File: src/rtl/spi_cmd_decoder.sv
// SPI command decoder: turns deserialized words into register-file writes and readback bytes.
// Latency: writes and tx loads are registered on the edge that completes the word (1 spi_clk).
// Backpressure: none; the SPI master paces every transfer, so the decoder never stalls.
module spi_cmd_decoder #(
  parameter int         NUM_REGS  = 16,
  parameter logic [7:0] RESET_VAL = 8'h00
) (
  input  logic                  spi_clk,
  input  logic                  rst,
  input  logic                  cs,
  input  logic                  pico,
  input  logic [7:0]            byte_deser,
  output logic [NUM_REGS*8-1:0] regs,
  output logic                  wr_strobe,
  output logic [6:0]            wr_addr,
  output logic [7:0]            tx_byte,
  output logic                  tx_load,
  output logic                  frame_err
);

  typedef enum logic [1:0] {
    ST_CMD   = 2'd0,
    ST_WRITE = 2'd1,
    ST_READ  = 2'd2
  } state_t;

  localparam logic [7:0] NREGS8 = 8'(NUM_REGS);

  state_t     state;
  logic [2:0] bit_cnt;
  logic [6:0] ptr;
  logic [7:0] word_dat;
  logic       ptr_in_range;
  logic       deser_msb_unused;

  // The oldest deserializer bit has already left the byte window on the completing edge.
  assign deser_msb_unused = byte_deser[7];

  // The completed word is the seven older bits plus the bit arriving on this edge.
  assign word_dat     = {byte_deser[6:0], pico};
  assign ptr_in_range = ({1'b0, ptr} < NREGS8);

  // Register readback; addresses past the end of the file read as zero.
  function automatic logic [7:0] rd_reg(input logic [6:0] a);
    logic [7:0] r;
    r = 8'h00;
    for (int k = 0; k < NUM_REGS; k++) begin
      if (a == 7'(k)) r = regs[8*k +: 8];
    end
    return r;
  endfunction

  // Frame FSM, bit counter, register file and all registered outputs.
  always_ff @(posedge spi_clk) begin
    if (rst) begin
      regs      <= {NUM_REGS{RESET_VAL}};
      state     <= ST_CMD;
      bit_cnt   <= 3'd0;
      ptr       <= 7'd0;
      wr_strobe <= 1'b0;
      wr_addr   <= 7'd0;
      tx_byte   <= 8'h00;
      tx_load   <= 1'b0;
      frame_err <= 1'b0;
    end else begin
      wr_strobe <= 1'b0;
      tx_load   <= 1'b0;
      if (!cs) begin
        // Frame end: resynchronise, and flag a frame that stopped mid-word.
        state   <= ST_CMD;
        bit_cnt <= 3'd0;
        if (bit_cnt != 3'd0) frame_err <= 1'b1;
      end else begin
        bit_cnt <= bit_cnt + 3'd1;
        if (bit_cnt == 3'd7) begin
          case (state)
            ST_CMD: begin
              frame_err <= 1'b0;
              ptr       <= word_dat[6:0];
              if (word_dat[7]) begin
                state   <= ST_READ;
                tx_load <= 1'b1;
                tx_byte <= rd_reg(word_dat[6:0]);
              end else begin
                state <= ST_WRITE;
              end
            end
            ST_WRITE: begin
              // Out-of-range words are dropped but still advance the pointer.
              if (ptr_in_range) begin
                for (int k = 0; k < NUM_REGS; k++) begin
                  if (ptr == 7'(k)) regs[8*k +: 8] <= word_dat;
                end
                wr_strobe <= 1'b1;
                wr_addr   <= ptr;
              end
              ptr <= ptr + 7'd1;
            end
            ST_READ: begin
              // Incoming word is dummy data; present the next register.
              ptr     <= ptr + 7'd1;
              tx_load <= 1'b1;
              tx_byte <= rd_reg(ptr + 7'd1);
            end
            default: state <= ST_CMD;
          endcase
        end
      end
    end
  end

endmodule

File: config.mk
export PLATFORM = sky130hd
export DESIGN_NAME = spi_cmd_decoder
export DESIGN_NICKNAME = d
export VERILOG_FILES = /design/src/rtl/spi_cmd_decoder.sv
export SDC_FILE = /design/constraint.sdc
export NUM_CORES = 1
export LEC_CHECK = 0
export ABC_AREA = 1
export BUFFER_PORTS_ARGS = -buffer_cell sky130_fd_sc_hd__clkbuf_2
export CORE_MARGIN = 5
export CORE_UTILIZATION = 30
export CTS_CLUSTER_DIAMETER = 120
export DETAILED_ROUTE_END_ITERATION = 7
export GPL_ROUTABILITY_DRIVEN = 0
export SLEW_MARGIN = 25
export SYNTH_ARGS = -nofsm -noshare
export SYNTH_HDL_FRONTEND = slang
export SYNTH_SLANG_ARGS = --single-unit
File: constraint.sdc
create_clock -name spi_clk -period 5.7 [get_ports spi_clk]
set_input_delay 1.14 -clock spi_clk [delete_from_list [all_inputs] [get_ports spi_clk]]
set_output_delay 1.14 -clock spi_clk [all_outputs]
set_load 0.01 [all_outputs]
Yosys cells after proc, flatten, opt, wreduce, memory -nomap -nowiden. Cells that the tools add are included.

Register bits: 158. Bits of input ports: 12. Output and inout port bits: 146. Logic and storage cells: 159.

Add/sub/neg operators: 2. Order comparisons: 1. Eq/ne operators: 51. Muxes and demuxes: 44. Bitwise logic cells: 4. Reductions and logical operators: 33.

Operators with widths (number): $mux W8 (33); $eq A7 B4 Y1 const B (24); $eq A7 B3 Y1 const B (12); $reduce_and A5 Y1 (16); $eq A7 B2 Y1 const B (6); $eq A7 B1 Y1 const B (3); $logic_not A7 Y1 (3); $pmux W8 S2 (1); $pmux W7 S2 (1); $reduce_and A4 Y1 (2); $add A7 B1 Y7 const B (1); $lt A7 B5 Y1 const B (1); $mux W1 (6); $reduce_and A3 Y1 (2); $reduce_bool A2 Y1 (3); $ne A2 B1 Y1 const B (2); $not A1 Y1 (4); $pmux W2 S2 (1); $reduce_or A2 Y1 (2); $reduce_or A4 Y1 (1); $add A3 B1 Y3 const B (1); $eq A3 B3 Y1 const B (1); $reduce_bool A3 Y1 (1); $reduce_or A3 Y1 (1); 7 further kinds (7).

Longest topological paths before layout. Gate-level depths: netlist of run 1.

Word-level depth: 19. Gate-level depth with buffers: 28.

Worst setup path before layout of run 1. OpenSTA, ideal clock, no wires.

Kind: input port to flip-flop. From: input byte_deser[3]. To: register tx_byte[1]. Arrival: 2.830 ns. Setup slack: 2.748 ns. Cell stages on the path: 7. Buffers on the path: 0. Cells stage by stage: nor3_1 inv_1 nor3_1 inv_1 or2_2 a31oi_1 a21oi_2.

Word-level cells in the longest chain between the ends: 19. Elaborated cells on any way between the ends: 34.

Ends and longest elaborated chain: start: declaration (RTL line 12) `input logic [7:0] byte_deser,`; $logic_not A7 Y1 (RTL line 48) `if (a == 7'(k)) r = regs[8*k +: 8];`; $mux W8 (15 in a row) (RTL line 48); $mux W8 (*) (RTL line 48); $mux W8 (*) (RTL line 80) `if (word_dat[7]) begin`; $pmux W8 S2 (*) (RTL line 76) `case (state)`; end signal: assignment (RTL line 83) `tx_byte <= rd_reg(word_dat[6:0]);`; end signal: assignment (RTL line 103) `tx_byte <= rd_reg(ptr + 7'd1);`; end: declaration (RTL line 16) `output logic [7:0] tx_byte,`.

Mark *: on every way between the ends. The rest lies on a longest branch, timed or not. The select of a mux whose other input is x is not followed. A chain may end at the register's enable or synchronous reset.

Worst setup path in the final report of run 1.
From: input byte_deser[3]. To: register tx_byte[2].

The elaborated chain is that of the path after synthesis.

==> summary.md, run 1 <==
| Metric | Value |
|---|---|
| Post CTS Setup Buffer Count | 0 |
| Total Die Area | 32160 µm² |
| Final Hold Slack | 444.6 ps |
| Register-to-register path setup slack | 2280 ps |
| Post-synth ARST share | 0% |
| Initial DRT Pass Iterations | 5 |
| CTS H-tree lvls | 4 |
| Synth unique cells | 44 |
| Post-synthesis sequential area ratio | 36.77% |
| Smallest setup slack after layout | 1894 ps |
| Startpoint type of the worst setup path | input pin |
| I/O pins | 158 |
| # resized after CTS | 0 |
| Synthesis-to-finish area growth | 20.03% |
| Average routed wire per standard cell | 18.13 µm |
| Setup-violating endpoint count in the final report | 0 |
| Final cycle utilization of the critical path | 66.78% |
| Area of the core | 28550 µm² |
| Area of the mapped netlist | 8603 µm² |
| Crit. End Element | flop |
| Routed wire length | 33300 µm |
| Fin nets | 1464 |
| Area occupied by registers | 3163 µm² |
| Min-Delay Path Class | flop to flop |
| Height of the die | 179.3 µm |
| P per Cell Area | 240.2 nW/µm² |
| Reg clk slew, reported paths | 60 ps |
| Cell type with the highest occurrence count on the critical path | nor2_1 |
| Flip-flop and latch count after synthesis | 158 |
| CP Data Arrival Time | 4130 ps |
| Number of max-capacitance violations reported | 0 |
| Horizontal extent of the die | 179.3 µm |
| Number of sinks driven by the clock tree | 158 |
| Crit-path max cell delay | 670 ps |
| Measured slew at the worst slew-check pin | 851.2 ps |
| Cell type with the largest total area after synthesis | dfxtp_1 |
| Cell type of the slowest stage on the worst timing path | nor3_1 |
| Shortest clock period the worst path allows after layout | 3806 ps |
| DRT iter0 DRCs | 1023 |
| Total area of multi-input combinational cells | 4314 µm² |
| Syn nets | 1340 |
| Avg Vias per Cell | 4.993 |
| Aggregate global routing overflow | 0 |
| Largest cells by area after synthesis | dfxtp_1 (37%), o21ai_0 (12%), nand2_1 (11%) |
| Starting utilization of the core area | 30.14% |
| Placed standard-cell area | 9647 µm² |
| Final setup TNS | 0 ps |
| Number of buffers between clock root and the deepest sink | 2 |
| Hold buffer count at CTS | 0 |
| Critical Path RT | 6020 ps |
| Hold violation count in the final report | 0 |
| Antenna Cells | 0 |
| Number of flops mapped to enable cells by yosys | 0 |
| Number of port buffers | 156 |
| Post-synth top area share | 36.77% |
| Worst-path fanout max | 16 |
| Top post-synthesis cells by count | nand2_1 (251), inv_1 (224), o21ai_0 (200) |
| Headroom to the max-slew limit | 43.04% |
| HPWL reported at the end of detailed placement | 24540 µm |
| Cell chosen for the clock root | clkbuf_16 |
| Highest clock frequency the design can meet | 262.7 MHz |
| Antenna violations before repair | 0 |
| DRC | 0 |
| Pins over their slew limit | 0 |
| Average cell area after synthesis | 6.537 µm² |
| Pin count of the biggest net entering global routing | 78 |
| Number of warning messages in the yosys log | 0 |
| Fraction of final layout cells sized beyond drive strength 1 | 16.52% |
| Classification of the worst setup path | input pin to flop |
| Cell count after placement | 1805 |
| Worst slack at placement | 1496 ps |
| Number of global-route vias before repair | 8478 |
| Cell with the most instances after synthesis | nand2_1 |
| Clock latency on the worst-skew pair | 430 ps |
| Synth Instances | 1316 |
| Series of cell instances along the critical path | clkbuf_2, nor3_1, nand2_1, nor2_1, inv_1, o21ai_0, o21ai_0, a21oi_1, nand4_1, nor2_1, nand4_1, o21ai_0, nor2_1, nor2_1, a21oi_2 |
| Vias after detailed routing | 9172 |
| Final non-filler cell total | 1837 |
| Clock buffers created by TritonCTS | 17 |
| Overall fraction of global-route tracks in use | 20.48% |
| Post-route standard cell area excluding fillers | 10330 µm² |
| First-pass GRT wire length | 50250 µm |
| Peak supply drop | 0.1717 mV |
| Fill cell instance count of the final layout | 3147 |
| Status | finished clean |
| Number of rows created at floorplan | 62 |
| Final Skew | 9.205 ps |
| Count of antenna-violating nets left after detailed routing | 0 |
| RSZ-0062 raised after global routing | no |
| Most instantiated flip-flop cell in the synthesis netlist | dfxtp_1 |
| LEAKAGE | 4.274 nW |
| CTS tree | done |
==> layout by cell type, fill, tap and decap left out, drive strengths merged, types with 7 or more instances in the layout <==
cell type,Yosys,final
inv,228,228
buf,12,7
a21oi,168,168
o21ai,214,214
nor3,10,10
nand3,64,64
ha,12,12
or2,9,9
a31oi,7,7
dfxtp,158,158
o22ai,8,8
nor2,74,74
clkinv,4,7
nand2,261,261
clkbuf,46,179
nand4,12,12
==> metal layers <==
metal / vias to the layer above / routed length [µm] / global-route usage (%)
li1: 4533 / - / -
met5: - / 0 / 0
met2: 389 / 14700 / 31.70
met1: 4190 / 14660 / 28.04
met4: 0 / 948 / 7.553
met3: 60 / 2986 / 4.595
==> path summary, 6_finish.rpt <==
| path | start | end | cells past startpoint |
|---|---|---|---|
| max | byte_deser[3] | tx_byte[2] | 15 |
| min | wr_addr[4] | wr_addr[4] | 2 |
| max reg2reg | ptr[1] | tx_byte[6] | 25 |
| min reg2reg | wr_addr[4] | wr_addr[4] | 2 |
==> critical path: cells and delay by family <==
kind                   cells  cell delay (ps)
AND/OR/NAND/NOR            8             1690
AO/OA/AOI/OAI              5              740
buffers and inverters      2              540
==> state kept, by name, indices dropped and copies added, names as in the netlist <==
register	cells
regs	128
bit_cnt	3
wr_addr	7
tx_load	1
ptr	7
tx_byte	8
frame_err	1
state	2
wr_strobe	1
==> cell type report <==
cell class | count | share of cell area (%)
clock buffers | 23 | 4.919
clock inverters | 9 | 1.490
inverters | 232 | 8.457
multi-input cells | 868 | 41.78
flip-flops and latches | 158 | 30.63
well taps | 384 | 4.653
repair buffers | 163 | 8.070
==> cells by family (layout without fill, tap and decap cells) <==
logic type / count (synthesis) / in the layout / share of synthesized area, %
AOI/OAI and AO/OA: 416 / 416 / 25.54
adders and majority gates: 12 / 12 / 1.745
buffers and inverters: 290 / 427 / 13.44
DFF: 158 / 158 / 36.77
and+or+nand+nor: 440 / 440 / 22.51
==> report_power, final <==
| group | switching, W | leakage (nW) | internal (W) |
|---|---|---|---|
| sequential | 0.000000689 | 1.27 | 0.00110 |
| combinational | 0.0000660 | 2.68 | 0.0000159 |
| clock | 0.000489 | 0.321 | 0.000804 |
==> stage by stage <==
step | util [%] | total power [W]
2_1_floorplan | - | 0.001175
3_3_place_gp | 33.78 | 0.001210
3_5_place_dp | 33.79 | 0.001211
4_1_cts | 36.11 | 0.002488
5_1_grt | 36.17 | 0.002541
6_report | 36.17 | 0.002480
No activity file was read; power rests on OpenSTA's default activity.
==> run 2: changes to the inputs <==
Clock period 5.7 ns to 3.5 ns, I/O delays scaled along.
==> run 2 against run 1 <==
Effect of this change: first-iteration DRC count up 1.5%; combinational power up 73%; total power up 49%; highest routed layer unchanged; via count up 0.19%; die area unchanged; clock power up 36%; register-to-register slack worse by 2000 ps; largest cell class unchanged; wire length down 0.71%; sequential cell count unchanged.
==> summary.md, run 2 (synthesized netlist as in run 1, its figures left out) <==
| Metric | Value |
|---|---|
| Final Skew | 6.745 ps (-2.460 ps) |
| DRT iter0 DRCs | 1038 (+1.5%) |
| CTS H-tree lvls | 4 (unchanged) |
| Cell chosen for the clock root | clkbuf_16 |
| Final cycle utilization of the critical path | 90.94% |
| Fraction of final layout cells sized beyond drive strength 1 | 18.63% (+2.1 points) |
| Number of port buffers | 156 (unchanged) |
| RSZ-0062 raised after global routing | no |
| First-pass GRT wire length | 50630 µm (+0.76%) |
| Worst-path fanout max | 13 (-3) |
| Number of rows created at floorplan | 62 (unchanged) |
| Number of sinks driven by the clock tree | 158 (unchanged) |
| CTS tree | done |
| Largest register FFs | 128 (unchanged) |
| Final setup TNS | 0 ps (unchanged) |
| Register-to-register path setup slack | 320 ps (-1960 ps) |
| Avg Vias per Cell | 4.911 (-1.6%) |
| Pins over their slew limit | 0 (unchanged) |
| Startpoint type of the worst setup path | flop |
| Count of antenna-violating nets left after detailed routing | 0 (unchanged) |
| DRC | 0 (unchanged) |
| Headroom to the max-slew limit | 44.95% (+1.9 points) |
| Clock latency on the worst-skew pair | 430 ps (about the same) |
| Reg clk slew, reported paths | 60 ps (about the same) |
| Aggregate global routing overflow | 0 (unchanged) |
| P per Cell Area | 353.1 nW/µm² (+47%) |
| Initial DRT Pass Iterations | 6 (+1) |
| Fin util | 36.65% (+0.48 points) |
| Antenna Cells | 0 (unchanged) |
| Min-Delay Path Class | flop to flop |
| HPWL reported at the end of detailed placement | 25050 µm (+2.1%) |
| Critical Path RT | 3810 ps (-2210 ps) |
| Setup-violating endpoint count in the final report | 0 (unchanged) |
| Antenna violations before repair | 0 (unchanged) |
| Measured slew at the worst slew-check pin | 822.7 ps (-28.55 ps) |
| LEAKAGE | 4.394 nW (+2.8%) |
| Overall fraction of global-route tracks in use | 20.53% (+0.045 points) |
| Average routed wire per standard cell | 17.67 µm (-2.5%) |
| Crit Reg-Reg Endpoint | tx_byte[6] |
| Starting utilization of the core area | 30.14% (unchanged) |
| Number of stages on the worst hold path | 2 (unchanged) |
| Routed wire length | 33060 µm (-0.71%) |
| Pin count of the biggest net entering global routing | 105 (+35%) |
| Peak supply drop | 0.2481 mV (+45%) |
| Final Hold Slack | 443.4 ps (-1.224 ps) |
| Fin nets | 1498 (+2.3%) |
| Area of the core | 28550 µm² (unchanged) |
| Hold endpoint | wr_addr[4] |
| Vias after detailed routing | 9189 (+0.19%) |
| Classification of the worst setup path | flop to flop |
| Number of global-route vias before repair | 8734 (+3.0%) |
| Clock buffers created by TritonCTS | 17 (unchanged) |
| Number of buffers between clock root and the deepest sink | 2 (unchanged) |
| Shortest clock period the worst path allows after layout | 3183 ps |
| Number of cells on the worst reg-to-reg path | 23 (-8.0%) |
| Most used cells in the layout excluding fill and tap cells | nand2_1 (251), inv_1 (223), o21ai_0 (200) |
| Status | finished clean |
| Hold violation count in the final report | 0 (unchanged) |
| Total Die Area | 32160 µm² (unchanged) |
| Horizontal extent of the die | 179.3 µm (unchanged) |
| Most common cell after layout, fill and taps aside | nand2_1 |
| Overall power consumption | 0.003695 W (+49%) |
| Fill cell instance count of the final layout | 3176 (+0.92%) |
| Highest clock frequency the design can meet | 314.2 MHz |
| Synthesis-to-finish area growth | 21.63% |
| Largest reg by FF count | regs |
| Crit. End Element | flop |
| Launch point of the worst reg-to-reg path | ptr[0] |
| HP Start | wr_addr[4] |
| I/O pins | 158 (unchanged) |
| CP Data Arrival Time | 3500 ps (-630 ps) |
| Top flop regs | regs: 128 flops, tx_byte: 8 flops |
| CP Launch Point | ptr[0] |
| Number of max-capacitance violations reported | 0 (unchanged) |
| Height of the die | 179.3 µm (unchanged) |
run 2: changes by cell type in the layout (fill, tap and decap cells not counted), moves of 4 or more:
| cell | previous run | this run |
|---|---|---|
| buf_4 | 7 | 40 |
| bufinv_16 | 4 | 0 |
| clkbuf_8 | 6 | 2 |
| clkinv_2 | 2 | 6 |
| clkinv_4 | 1 | 5 |
run 2: what timing repair did:
action	CTS	global route
gates resized for setup	0	3
setup endpoints to repair	0	6
buffers inserted	0	5
hold buffers	0	0
run 2: power by group:
part | total (W) | internal [W] | switching [W]
Sequential | 0.00180 | 0.00180 | 0.00000113
Combinational | 0.000142 | 0.0000347 | 0.000107
Clock | 0.00175 | 0.000946 | 0.000806
Total | 0.00370 | 0.00278 | 0.000915
run 2: final cells by class:
type | instances | area [µm²] | share of cell area (%)
Multi-Input combinational cell | 868 | 4302 | 41.11
Sequential cell | 158 | 3164 | 30.24
Tap cell | 384 | 480.5 | 4.592
Timing Repair Buffer | 197 | 1101 | 10.52
Clock buffer | 19 | 452.9 | 4.329
Clock inverter | 13 | 92.59 | 0.8848
Inverter | 232 | 870.8 | 8.322
run 2: routing by layer:
metal  routed length, µm  GRT usage, %  share of wire, %  vias up
met5                   0             0                 0        -
met4                 868         6.791               2.6        0
met3                3319         5.749                10       59
met2               14700         32.48                44      393
met1               14170         27.11                43     4142
li1                    -             -                 -     4595
run 2: worst max path at each step:
| stage | end | cells past startpoint |
|---|---|---|
| after detailed placement | tx_byte[3] | 16 |
| after CTS | tx_byte[5] | 23 |
| after global routing | tx_byte[1] | 26 |
| after floorplan | tx_byte[1] | 7 |
| after global placement | tx_byte[6] | 25 |
| final | tx_byte[6] | 23 |
run 2: critical path: stages, from the launching register on:
cell and delay (ps):
dfxtp_1 450, ha_2 280, nand2_4 70, inv_1 80, nand2_1 60, nand2_1 90, nand3_2 130, nor2_8 230
nand2_2 90, nor2_2 200, inv_1 210, or2_2 320, nand2_1 90, nand2_1 60, nand2_1 90, nand2_1 60
nand2_1 80, nand3_1 100, nand2_1 80, nand2_1 50, nand2_1 80, nand2_1 50, nand2_1 80, a21oi_2 50
run 2: per-stage QoR:
stage | std cells | area (µm²) | setup slack, ps
5_1_grt | 1871 | 10460 | 30.55
3_3_place_gp | 1834 | 9874 | 287.5
4_1_cts | 1866 | 10420 | 272.1
6_report | 1871 | 10460 | 317.1
3_5_place_dp | 1834 | 9874 | 280.6
2_1_floorplan | 1316 | 8603 | 988.1
